$ cat config.mk
export PLATFORM = sky130hd
export DESIGN_NAME = gsensor_spi_slave
export DESIGN_NICKNAME = d
export VERILOG_FILES = /design/src/rtl/gsensor_spi_slave.sv
export SDC_FILE = /design/constraint.sdc
export NUM_CORES = 1
export LEC_CHECK = 0
export ABC_CLOCK_PERIOD_IN_PS = 23600
export CORE_UTILIZATION = 56
export DETAILED_ROUTE_END_ITERATION = 6
export GPL_ROUTABILITY_DRIVEN = 0
export GPL_TIMING_DRIVEN = 1
export HOLD_SLACK_MARGIN = 0.1
export PLACE_DENSITY = 0.76
export SETUP_SLACK_MARGIN = 0.15
export SKIP_LAST_GASP = 1
export SYNTH_ARGS = -nofsm -noshare
export SYNTH_HDL_FRONTEND = slang
export SYNTH_SLANG_ARGS = --single-unit
$ cat constraint.sdc
create_clock -name clk_clk -period 23.6 [get_ports clk_clk]
set_clock_uncertainty 0.05 [all_clocks]
set_input_delay 7.08 -clock clk_clk [delete_from_list [all_inputs] [get_ports clk_clk]]
set_output_delay 7.08 -clock clk_clk [all_outputs]
set_load 0.01 [all_outputs]
$ cat src/rtl/gsensor_spi_slave.sv
`default_nettype none
// ============================================================================
// Module      : gsensor_spi_slave
// Description : Mode-3 SPI register slave with a 64-entry register map and a
//               sensor-sample capture port. GSENSOR_SPI_SLAVE_AUTOINC_EN
//               enables multi-byte address auto-increment.
// Revision    : 1.0 - initial release
// ============================================================================
module gsensor_spi_slave #(
  parameter logic [7:0] DEVID       = 8'hE5,
  parameter int         SYNC_STAGES = 2
) (
  input  logic        clk_clk,
  input  logic        reset_reset,
  input  logic        spi_SCLK,
  input  logic        spi_MOSI,
  input  logic        spi_SS_n,
  output logic        spi_MISO,
  output logic        spi_MISO_oe,
  input  logic        smp_valid,
  output logic        smp_ready,
  input  logic [47:0] smp_data,
  output logic        wr_valid,
  output logic [5:0]  wr_addr,
  output logic [7:0]  wr_data,
  output logic        busy
);

`ifdef GSENSOR_SPI_SLAVE_AUTOINC_EN
  localparam logic c_AUTOINC = 1'b1;
`else
  localparam logic c_AUTOINC = 1'b0;
`endif

  typedef enum logic [1:0] {
    ST_IDLE = 2'd0,
    ST_CMD  = 2'd1,
    ST_DATA = 2'd2
  } state_t;

  state_t r_state, w_state_nxt;

  logic [SYNC_STAGES-1:0] r_sclk_sync, r_mosi_sync, r_ss_sync;
  logic r_sclk_d, r_ss_d;
  logic w_sclk, w_mosi, w_ss;
  logic w_sclk_rise, w_sclk_fall, w_ss_fall, w_ss_rise;

  logic [2:0]  r_bit_cnt;
  logic [6:0]  r_rx;
  logic [7:0]  r_shift;
  logic        r_miso, r_oe;
  logic        r_rw, r_mb;
  logic [5:0]  r_addr;
  logic        r_wr_valid;
  logic [5:0]  r_wr_addr;
  logic [7:0]  r_wr_data;
  logic        r_alive;
  logic [47:0] r_smp;
  logic [7:0]  r_scratch [0:63];

  logic [7:0] w_byte;
  logic       w_byte_done;
  logic [5:0] w_next_addr;
  logic [5:0] w_rd_addr;
  logic [7:0] w_rd_data;
  logic       w_writable;
  logic       w_smp_hs;

  // Synchronizers preset high so a released reset never looks like an edge.
  always_ff @(posedge clk_clk or posedge reset_reset) begin
    if (reset_reset) begin
      r_sclk_sync <= '1;
      r_mosi_sync <= '1;
      r_ss_sync   <= '1;
      r_sclk_d    <= 1'b1;
      r_ss_d      <= 1'b1;
    end else begin
      r_sclk_sync <= {r_sclk_sync[SYNC_STAGES-2:0], spi_SCLK};
      r_mosi_sync <= {r_mosi_sync[SYNC_STAGES-2:0], spi_MOSI};
      r_ss_sync   <= {r_ss_sync[SYNC_STAGES-2:0], spi_SS_n};
      r_sclk_d    <= w_sclk;
      r_ss_d      <= w_ss;
    end
  end

  assign w_sclk      = r_sclk_sync[SYNC_STAGES-1];
  assign w_mosi      = r_mosi_sync[SYNC_STAGES-1];
  assign w_ss        = r_ss_sync[SYNC_STAGES-1];
  assign w_sclk_rise = w_sclk & ~r_sclk_d;
  assign w_sclk_fall = ~w_sclk & r_sclk_d;
  assign w_ss_fall   = ~w_ss & r_ss_d;
  assign w_ss_rise   = w_ss & ~r_ss_d;

  assign w_byte      = {r_rx, w_mosi};
  assign w_byte_done = w_sclk_rise && (r_bit_cnt == 3'd7) && !w_ss_rise;
  assign w_next_addr = r_addr + {5'd0, r_mb & c_AUTOINC};
  assign w_writable  = (r_addr != 6'h00) && (r_addr <= 6'h31);
  // r_ss_d keeps ready high in the cycle an SS_n fall is detected.
  assign smp_ready   = r_alive && (r_state == ST_IDLE) && r_ss_d;
  assign w_smp_hs    = smp_valid & smp_ready;

  always_comb begin
    w_state_nxt = r_state;
    case (r_state)
      ST_IDLE: if (w_ss_fall) w_state_nxt = ST_CMD;
      ST_CMD: begin
        if (w_ss_rise)        w_state_nxt = ST_IDLE;
        else if (w_byte_done) w_state_nxt = ST_DATA;
      end
      ST_DATA: if (w_ss_rise) w_state_nxt = ST_IDLE;
      default: w_state_nxt = ST_IDLE;
    endcase
  end

  always_ff @(posedge clk_clk or posedge reset_reset) begin
    if (reset_reset) r_state <= ST_IDLE;
    else             r_state <= w_state_nxt;
  end

  // Command byte reads load from its own address; data bytes preload the next one.
  always_comb begin
    w_rd_addr = (r_state == ST_CMD) ? w_byte[5:0] : w_next_addr;
    w_rd_data = 8'h00;
    if (w_rd_addr == 6'h00) begin
      w_rd_data = DEVID;
    end else if (w_rd_addr <= 6'h31) begin
      w_rd_data = r_scratch[w_rd_addr];
    end else begin
      case (w_rd_addr)
        6'h32:   w_rd_data = r_smp[7:0];
        6'h33:   w_rd_data = r_smp[15:8];
        6'h34:   w_rd_data = r_smp[23:16];
        6'h35:   w_rd_data = r_smp[31:24];
        6'h36:   w_rd_data = r_smp[39:32];
        6'h37:   w_rd_data = r_smp[47:40];
        default: w_rd_data = 8'h00;
      endcase
    end
  end

  always_ff @(posedge clk_clk or posedge reset_reset) begin
    if (reset_reset) begin
      r_bit_cnt  <= 3'd0;
      r_rx       <= 7'd0;
      r_shift    <= 8'h00;
      r_miso     <= 1'b0;
      r_oe       <= 1'b0;
      r_rw       <= 1'b0;
      r_mb       <= 1'b0;
      r_addr     <= 6'd0;
      r_wr_valid <= 1'b0;
      r_wr_addr  <= 6'd0;
      r_wr_data  <= 8'h00;
      r_alive    <= 1'b0;
      r_smp      <= 48'd0;
      for (int i = 0; i < 64; i++) r_scratch[i] <= 8'h00;
    end else begin
      r_alive    <= 1'b1;
      r_wr_valid <= 1'b0;
      if (w_smp_hs) r_smp <= smp_data;

      if (w_ss_rise || (r_state == ST_IDLE)) begin
        r_bit_cnt <= 3'd0;
        r_oe      <= 1'b0;
        r_miso    <= 1'b0;
      end else begin
        if (w_sclk_rise) begin
          r_rx      <= w_byte[6:0];
          r_bit_cnt <= r_bit_cnt + 3'd1;
        end
        if (w_byte_done) begin
          if (r_state == ST_CMD) begin
            r_rw   <= w_byte[7];
            r_mb   <= w_byte[6];
            r_addr <= w_byte[5:0];
            if (w_byte[7]) begin
              r_shift <= w_rd_data;
              r_oe    <= 1'b1;
            end
          end else begin
            r_addr <= w_next_addr;
            if (r_rw) begin
              r_shift <= w_rd_data;
            end else if (w_writable) begin
              r_scratch[r_addr] <= w_byte;
              r_wr_valid        <= 1'b1;
              r_wr_addr         <= r_addr;
              r_wr_data         <= w_byte;
            end
          end
        end
        if (w_sclk_fall && r_oe) begin
          r_miso  <= r_shift[7];
          r_shift <= {r_shift[6:0], 1'b0};
        end
      end
    end
  end

  assign spi_MISO    = r_miso & r_oe;
  assign spi_MISO_oe = r_oe;
  assign wr_valid    = r_wr_valid;
  assign wr_addr     = r_wr_addr;
  assign wr_data     = r_wr_data;
  assign busy        = (r_state != ST_IDLE);

endmodule
`default_nettype wire

==> results of run 1 <==
[metrics by stage]
stage / util [%] / setup slack, ps / hold slack (ps) / area (um^2)
floorplan: - / 8340 / 295 / 26500
global placement: 58.7 / 13490 / 300 / 27400
detailed placement: 58.7 / 13380 / 298 / 27400
CTS: 63.0 / 14020 / 307 / 29400
global route: 63.0 / 13690 / 308 / 29400
finish: 63.0 / 14140 / 307 / 29400
[power by group through the flow]
| stage | Combinational, mW | Sequential, mW | Clock (mW) |
|---|---|---|---|
| after floorplan | 0.256 | 1.09 | 0 |
| after global placement | 0.416 | 1.10 | 0 |
| after detailed placement | 0.425 | 1.10 | 0 |
| after CTS | 0.427 | 1.08 | 0.979 |
| after global routing | 0.459 | 1.08 | 1.02 |
| final | 0.439 | 1.08 | 0.968 |
[sequential cells by signal (all words and copies together) (netlist names), 2 cells and up]
| register | count |
|---|---|
| r_shift | 8 |
| wr_data | 8 |
| r_addr | 6 |
| r_bit_cnt | 3 |
| wr_addr | 6 |
| r_ss_sync | 2 |
| r_smp | 48 |
| r_mosi_sync | 2 |
| r_rx | 7 |
| r_state | 2 |
| r_sclk_sync | 2 |
| r_scratch | 496 |
[placed cells by master, fill, tap and decap left out, types with 33 or more instances in the layout]
cell             count
o21ai_0             33
nand2_1            334
buf_4               38
dfrtp_1            583
mux2i_1             52
mux2_2             446
a221oi_1            35
clkbuf_16           59
nand3_1             59
a21oi_1             96
clkdlybuf4s50_1     72
nor2_1              38
[metal layers]
layer | share of wire, % | vias to the layer above | track usage, %
met5 | 0 | - | 0
met3 | 9.2 | 185 | 6.72
met1 | 41 | 9379 | 41.6
li1 | - | 7690 | -
met2 | 46 | 902 | 45.4
met4 | 4.0 | 0 | 12.7
[cell type report]
type                    count  area, um^2  share of cell area (%)
repair buffers            111        1030                    3.49
clock buffers              88        1720                    5.84
well taps                 607         759                    2.59
inverters                   9        37.5                   0.128
flip-flops and latches    597       15000                    50.9
multi-input cells        1368       10600                    36.1
clock inverters            19         282                   0.958
[cells by family (layout without fill, tap and decap cells)]
logic type      Yosys count  after routing
other cells               1              1
xor+xnor                  1              1
mux                     529            529
flops                   597            597
compound gates          295            295
simple gates            540            540
buf+inv                 258            227
fa+ha+maj                 2              2
[worst max-delay path, stage by stage]
cell and delay, ps:
clkdlybuf4s50_1 460, clkinvlp_4 570, buf_4 880, buf_4 880
[how the worst min path moves through the flow]
stage	slack [ps]	end	depth (start not counted)
final	310	r_ss_sync[1]	0
after global routing	310	r_mosi_sync[1]	0
after detailed placement	300	r_sclk_sync[1]	0
after floorplan	300	r_mosi_sync[1]	0
after global placement	300	r_mosi_sync[1]	0
after CTS	310	r_ss_sync[1]	0
==> impl_metrics.ini, run 1 <==
[power_and_ir_drop]
power_switching_uw = 739
peakVddDrop_mv = 0.0733
p_leak_nw = 13.6
swShare_pct = 29.7
pwr-share-seq_pct = 43.5
power_density_mw_per_mm2 = 84.7
comb_power_share_pct = 17.6
clkPwrFrac_pct = 38.9
intPower_mw = 1.75
power_mw = 2.49

[clocking]
hold_buffers = 0
cts_buffers = 58
postCtsSetupRepairBufs = 0
htreeDepth = 2
clkSinkCount = 597
clkTransAtPathRegs_ps = 60
cts_resized = 0
cts_buffer_depth = 3
cts_root_buffer = clkbuf_16
worstSkewPairLatency_ps = 620
cts_tree = yes

[layout]
fin_nets = 2201
diodes = 0
area_growth_pct = 10.9
drive_gt1_share_pct = 30.0
fillers = 3505
layout.cells.non_filler = 2799

[sta]
fin_setup_tns_ps = 0
rsz0062_at_grt = no
fin_crit_sh_pct = 40.1
worst-slew-pin-transition_ps = 1230
relSlewSlack_pct = 17.2
fmax_ghz = 0.106
finalCriticalPeriod_ps = 9460
setup_violations = 0
hold_violations = 0
drv_slew = 0

[setup_path]
crit_required_ps = 24140
critPathMaxFanout = 79
r2r-start = r_state[1]
worstSetupStartpointType = input port
crit_type = in2async
ff2ff_setup_slack_ps = 18160
cp.arrival_ps = 10000
cp-startpoint = reset_reset
endpoint_kind = async pin
crit_path_end = r_scratch[395]
ff2ff_path_depth = 9
reg2reg_to = r_shift[6]

[routing]
wl_um = 70800
vias = 18200
drt_iter0_drc = 1971
detail-route-antenna-nets = 0
drcViolationCount = 0
drtPass1Iterations = 6
wl_per_cell_um = 25.3
vias_per_cell = 6.49

[synthesis]
yosysSeqAreaShare_pct = 56.4
synthMuxAreaShare_pct = 22.6
synth-main-ff-cell = dfrtp_1
yosysWarnings = 0
synthXorXnorAreaFrac_pct = 0.0331
synth_edf_count = 0
async_flop_share_pct = 100
synth-simple-area-share_pct = 9.41
synth.avg_cell_area_um2 = 11.9
yosysMostFrequentCell = dfrtp_1
synth_top_family_by_area = multiplexers
ys_seq_elements = 597
yosysTopAreaCellShare_pct = 55.6
synth_compound_area_share_pct = 7.59
synth.area.top_cells = dfrtp_1 56%, mux2_2 19%, nand2_1 4.7%
netlist_top_cells_count = 589 x dfrtp_1, 447 x mux2_2, 335 x nand2_1, 217 x clkbuf_1, 96 x a21oi_1
synth_top_area_cell = dfrtp_1
synth_cells = 2223
synth_cell_types = 65
synth_area_mm2 = 0.0265
syn_nets = 2279
synthAdderAreaFrac_pct = 0.0945

[floorplan]
fp.dieH_um = 220
die_w_um = 220
start_util_pct = 56.8
die_area_mm2 = 0.0482
core_region_area_mm2 = 0.0467
num_rows = 79
ios = 73

[placed_design]
port_buffers = 72
place_inst = 2692
dp_hpwl_um = 44000

[global_routing]
grt-ovfl-total = 0
grt_use_total_pct = 29.9
grt_pass1_vias = 18400
antenna_found_initial = 0
grt_pass1_wl_um = 109000
grt_max_degree = 187

[worst_hold_path]
hp-start = r_ss_sync[0]
hold_class = reg2reg

[flow_run]
maxCapViolCount = 0

[outcome]
status = completed
Note: power is estimated with default switching activity, not from simulation.
==> run 2: changes to the inputs <==
--- a/config.mk
+++ b/config.mk
@@ -5,7 +5,7 @@
 export SDC_FILE = /design/constraint.sdc
 export NUM_CORES = 1
 export LEC_CHECK = 0
-export ABC_CLOCK_PERIOD_IN_PS = 23600
+export ABC_CLOCK_PERIOD_IN_PS = 8550
 export CORE_UTILIZATION = 56
 export DETAILED_ROUTE_END_ITERATION = 6
 export GPL_ROUTABILITY_DRIVEN = 0
==> constraint.sdc (replaced) <==
create_clock -name clk_clk -period 8.55 [get_ports clk_clk]
set_clock_uncertainty 0.05 [all_clocks]
set_input_delay 2.565 -clock clk_clk [delete_from_list [all_inputs] [get_ports clk_clk]]
set_output_delay 2.565 -clock clk_clk [all_outputs]
set_load 0.01 [all_outputs]
==> impl_metrics.ini, run 2 (same netlist as run 1, synthesis figures left out) <==
[outcome]
status = completed

[setup_path]
critPathMaxStageDelay_ps = 550
ff2ff_setup_slack_ps = 3920
endpoint_kind = output port
path_cells = nor2_1, and3_1, clkdlybuf4s50_1
crit_type = reg2out
crit_required_ps = 5940
crit_path_top_delay_cell = clkdlybuf4s50_1
critPathMaxFanout = 7
ff2ff_path_depth = 9
reg2reg_to = r_shift[2]
r2r-start = r_mosi_sync[1]
cp.arrival_ps = 2040
worstSetupStartpointType = register

[layout]
area_growth_pct = 11.0
regMostFlops = r_scratch
final_cell_mix = 583 x dfrtp_1, 446 x mux2_2, 334 x nand2_1
reg.largest.list = r_scratch x496, r_smp x48
drive_gt1_share_pct = 30.2
layout.cells.non_filler = 2800
largest_reg_flops = 496
fin_nets = 2202
final_common_cell = dfrtp_1

[routing]
detail-route-antenna-nets = 0
drtPass1Iterations = 5
vias_per_cell = 6.43
drcViolationCount = 0
drt_iter0_drc = 1920
vias = 18000
wl_per_cell_um = 25.5
wl_um = 71300

[global_routing]
grt_use_total_pct = 30.2
grt_pass1_vias = 18100
grt-ovfl-total = 0
antenna_found_initial = 2
grt_max_degree = 123
grt_pass1_wl_um = 109000

[placed_design]
dp_hpwl_um = 44500
place_inst = 2691
place_ws_ps = 3730
port_buffers = 72

[worst_hold_path]
hp-start = r_ss_sync[0]
hold_path_end = r_ss_sync[1]
hold_class = reg2reg
whs_path_depth = 0

[sta]
fmax_ghz = 0.215
setup_violations = 0
worst-slew-pin-transition_ps = 1210
layout_setup_ws_ps = 3900
rsz0062_at_grt = no
hold_violations = 0
finalCriticalPeriod_ps = 4650
relSlewSlack_pct = 18.7
drv_slew = 0
fin_crit_sh_pct = 54.4

[floorplan]
num_rows = 79
ios = 73
start_util_pct = 56.8
fp.dieH_um = 220
core_region_area_mm2 = 0.0467
die_area_mm2 = 0.0482
die_w_um = 220

[clocking]
postCtsSetupRepairBufs = 0
worstSkewPairLatency_ps = 630
cts_resized = 0
clkSinkCount = 597
htreeDepth = 2
cts_buffer_depth = 3
cts_buffers = 59
cts_root_buffer = clkbuf_16
cts_tree = yes
hold_buffers = 0
clkTransAtPathRegs_ps = 60

[flow_run]
maxCapViolCount = 0

[power_and_ir_drop]
power_density_mw_per_mm2 = 233
p_leak_nw = 13.6
peakVddDrop_mv = 0.194
## run 2: how the worst max path moves through the flow
stage                       endpoint  cells after the start        start  slack, ps
after global placement      r_smp[1]                      4  reset_reset       3790
after floorplan            r_addr[0]                      1  reset_reset      -2200
final                      smp_ready                      3   r_state[1]       3900
after global routing      r_shift[5]                     10   r_state[1]       3690
after detailed placement   r_smp[14]                      4  reset_reset       3730
after CTS                 r_shift[2]                      8   r_state[1]       3830
## run 2: routing by layer
metal | share of wire [%] | vias up | GRT usage (%)
li1 | - | 7683 | -
met1 | 42 | 9287 | 42.5
met2 | 46 | 802 | 45.0
met3 | 8.3 | 217 | 7.56
met4 | 4.3 | 4 | 12.3
met5 | 0.036 | - | 0
## run 2: critical path: cells and delay by family (launching register included)
| family | cells | cell delay (ps) |
|---|---|---|
| and+or+nand+nor | 2 | 430 |
| DFF | 1 | 440 |
| buffers and inverters | 1 | 550 |
## run 2: report_power, final
part	internal [mW]	switching [mW]	leakage, nW
Clock	1.57	1.09	0.988
Sequential	2.92	0.0658	8.20
Combinational	0.318	0.893	4.46
Total	4.80	2.04	13.6
## run 2: metrics by stage
step / total power, mW / utilization [%] / cell area (um^2) / hold WS, ps / TNS (ps)
finish: 6.85 / 63.0 / 29400 / 306 / 0
CTS: 6.84 / 63.0 / 29400 / 308 / 0
floorplan: 3.71 / - / 26500 / 295 / -1295640
global placement: 4.18 / 58.8 / 27400 / 298 / 0
detailed placement: 4.21 / 58.8 / 27400 / 299 / 0
global route: 7.04 / 63.0 / 29400 / 310 / 0
## run 2: area by class of cell
cell class / instances / area [um^2]
fillers: 3496 / 17200
flip-flops and latches: 597 / 15000
clock inverters: 17 / 190
inverters: 9 / 37.5
diodes: 1 / 2.50
clock buffers: 90 / 1810
well taps: 607 / 759
repair buffers: 111 / 1060
multi-input cells: 1368 / 10600
==> run 3: changes to the inputs <==
--- a/config.mk
+++ b/config.mk
@@ -5,7 +5,7 @@
 export SDC_FILE = /design/constraint.sdc
 export NUM_CORES = 1
 export LEC_CHECK = 0
-export ABC_CLOCK_PERIOD_IN_PS = 8550
+export ABC_CLOCK_PERIOD_IN_PS = 3900
 export CORE_UTILIZATION = 56
 export DETAILED_ROUTE_END_ITERATION = 6
 export GPL_ROUTABILITY_DRIVEN = 0
==> constraint.sdc (replaced) <==
create_clock -name clk_clk -period 3.9 [get_ports clk_clk]
set_clock_uncertainty 0.05 [all_clocks]
set_input_delay 1.17 -clock clk_clk [delete_from_list [all_inputs] [get_ports clk_clk]]
set_output_delay 1.17 -clock clk_clk [all_outputs]
set_load 0.01 [all_outputs]
==> impl_metrics.ini, run 3 (same netlist as run 1, synthesis figures left out) <==
[power_and_ir_drop]
comb_power_share_pct = 17.9
peakVddDrop_mv = 0.421
swShare_pct = 30.5
pwr-share-seq_pct = 44.4
power_density_mw_per_mm2 = 505
p_leak_nw = 13.9
intPower_mw = 10.5
power_switching_mw = 4.60
clkPwrFrac_pct = 37.7

[setup_path]
ff2ff_path_depth = 10
critPathMaxStageDelay_ps = 710
crit_path_top_delay_cell = a2111oi_1
path_cells = nor2b_1, buf_4, mux2_2, nand2_1, buf_4, a21oi_1, a2111oi_1, o22ai_1, a211oi_1, a21oi_1
cp-startpoint = r_state[0]
crit_required_ps = 4340
reg2reg_to = r_shift[6]
critPathMaxFanout = 14
cp.arrival_ps = 4270
worstPathBufferInverterCount = 2
r2r-start = r_state[0]
worstSetupStartpointType = register
crit_family = compound AO/OA/AOI/OAI gates
ff2ff_setup_slack_ps = 70
endpoint_kind = register
crit_type = reg2reg

[layout]
final_common_cell = dfrtp_1
diodes = 0
area_growth_pct = 12.8
reg.largest.list = r_scratch x496, r_smp x48
fillers = 3433
largest_reg_flops = 496
fin_area_mm2 = 0.0299
final_cell_mix = 583 x dfrtp_1, 446 x mux2_2, 334 x nand2_1
regMostFlops = r_scratch
multi_input_area_mm2 = 0.0106
drive_gt1_share_pct = 31.8
fin_nets = 2257
seq_area_mm2 = 0.0150

[sta]
drv_slew = 0
hold-worst-slack_ps = 308
fmax_ghz = 0.261
relSlewSlack_pct = 37.0
setup_violations = 0
hold_violations = 0
worst-slew-pin-transition_ps = 945
finalCriticalPeriod_ps = 3830
rsz0062_at_grt = no
fin_crit_sh_pct = 98.2

[placed_design]
port_buffers = 72
placed_cell_area_mm2 = 0.0279
dp_hpwl_um = 47900

[worst_hold_path]
hold_class = reg2reg
whs_path_depth = 0
hp-start = r_mosi_sync[0]
hold_path_end = r_mosi_sync[1]

[clocking]
postCtsSetupRepairBufs = 0
hold_buffers = 0
cts_root_buffer = clkbuf_16
htreeDepth = 2
worstSkewPairLatency_ps = 620
clkSinkCount = 597
cts_buffers = 59
cts_tree = yes
clkTransAtPathRegs_ps = 70
cts_resized = 0
cts_buffer_depth = 3

[floorplan]
fp.dieH_um = 220
num_rows = 79
core_region_area_mm2 = 0.0467
start_util_pct = 56.8
ios = 73
die_area_mm2 = 0.0482
die_w_um = 220

[routing]
met1Wirelength_um = 29700
routed-wl-met3_um = 6850
drcViolationCount = 0
drtPass1Iterations = 6
wl_per_cell_um = 26.0
vias = 18500
drt_iter0_drc = 1966
top_layer = met5
vias_per_cell = 6.49
wl_met2_um = 33800
wl_um = 74300
detail-route-antenna-nets = 0

[global_routing]
grt_max_degree = 136
grt_pass1_vias = 19000
grt-ovfl-total = 0
antenna_found_initial = 2
grt_use_total_pct = 31.4
grt_pass1_wl_um = 113000

[flow_run]
maxCapViolCount = 0

[outcome]
status = completed
-- run 3: cell count changes in the layout (fill, tap and decap cells not counted), moves of 2 or more --
cell,previous run,this run
a2111oi_1,0,2
mux2i_2,6,4
buf_4,34,80
inv_6,0,2
a2111oi_0,10,8
clkbuf_16,61,59
mux2i_1,51,54
buf_12,4,14
-- run 3: per-layer routing --
| layer | track usage (%) | vias to the layer above |
|---|---|---|
| met5 | 0 | - |
| met3 | 7.92 | 268 |
| met2 | 47.2 | 912 |
| met4 | 16.9 | 2 |
| met1 | 42.1 | 9538 |
| li1 | - | 7793 |
-- run 3: metrics by stage --
step	std cells	TNS [ps]	worst slack, ps	util [%]	total power, mW
floorplan	2223	-3238150	-5450	-	8.14
global placement	2747	0	209	59.9	9.36
detailed placement	2747	0	166	59.9	9.41
CTS	2853	0	173	64.0	15.1
global route	2853	0	137	64.0	15.5
finish	2853	0	69.4	64.0	15.1
-- run 3: worst max-delay path by stage --
stage / slack, ps / cells past startpoint / endpoint
4_1_cts: 170 / 8 / r_shift[6]
3_5_place_dp: 170 / 8 / r_shift[6]
6_report: 70 / 10 / r_shift[6]
5_1_grt: 140 / 10 / r_shift[6]
2_1_floorplan: -5450 / 1 / r_addr[0]
3_3_place_gp: 210 / 8 / r_shift[6]
-- run 3: area by class of cell --
cell class	instances	area share [%]
clock buffers	88	5.84
clock inverters	18	0.603
inverters	9	0.126
multi-input cells	1368	35.5
flip-flops and latches	597	50.1
well taps	607	2.54
repair buffers	166	5.36
-- run 3: power by group through the flow --
stage	Clock (mW)	Combinational [mW]	Sequential, mW
6_report	5.69	2.71	6.71
5_1_grt	5.98	2.81	6.72
4_1_cts	5.74	2.62	6.70
3_5_place_dp	0	2.60	6.81
3_3_place_gp	0	2.57	6.79
2_1_floorplan	0	1.55	6.59
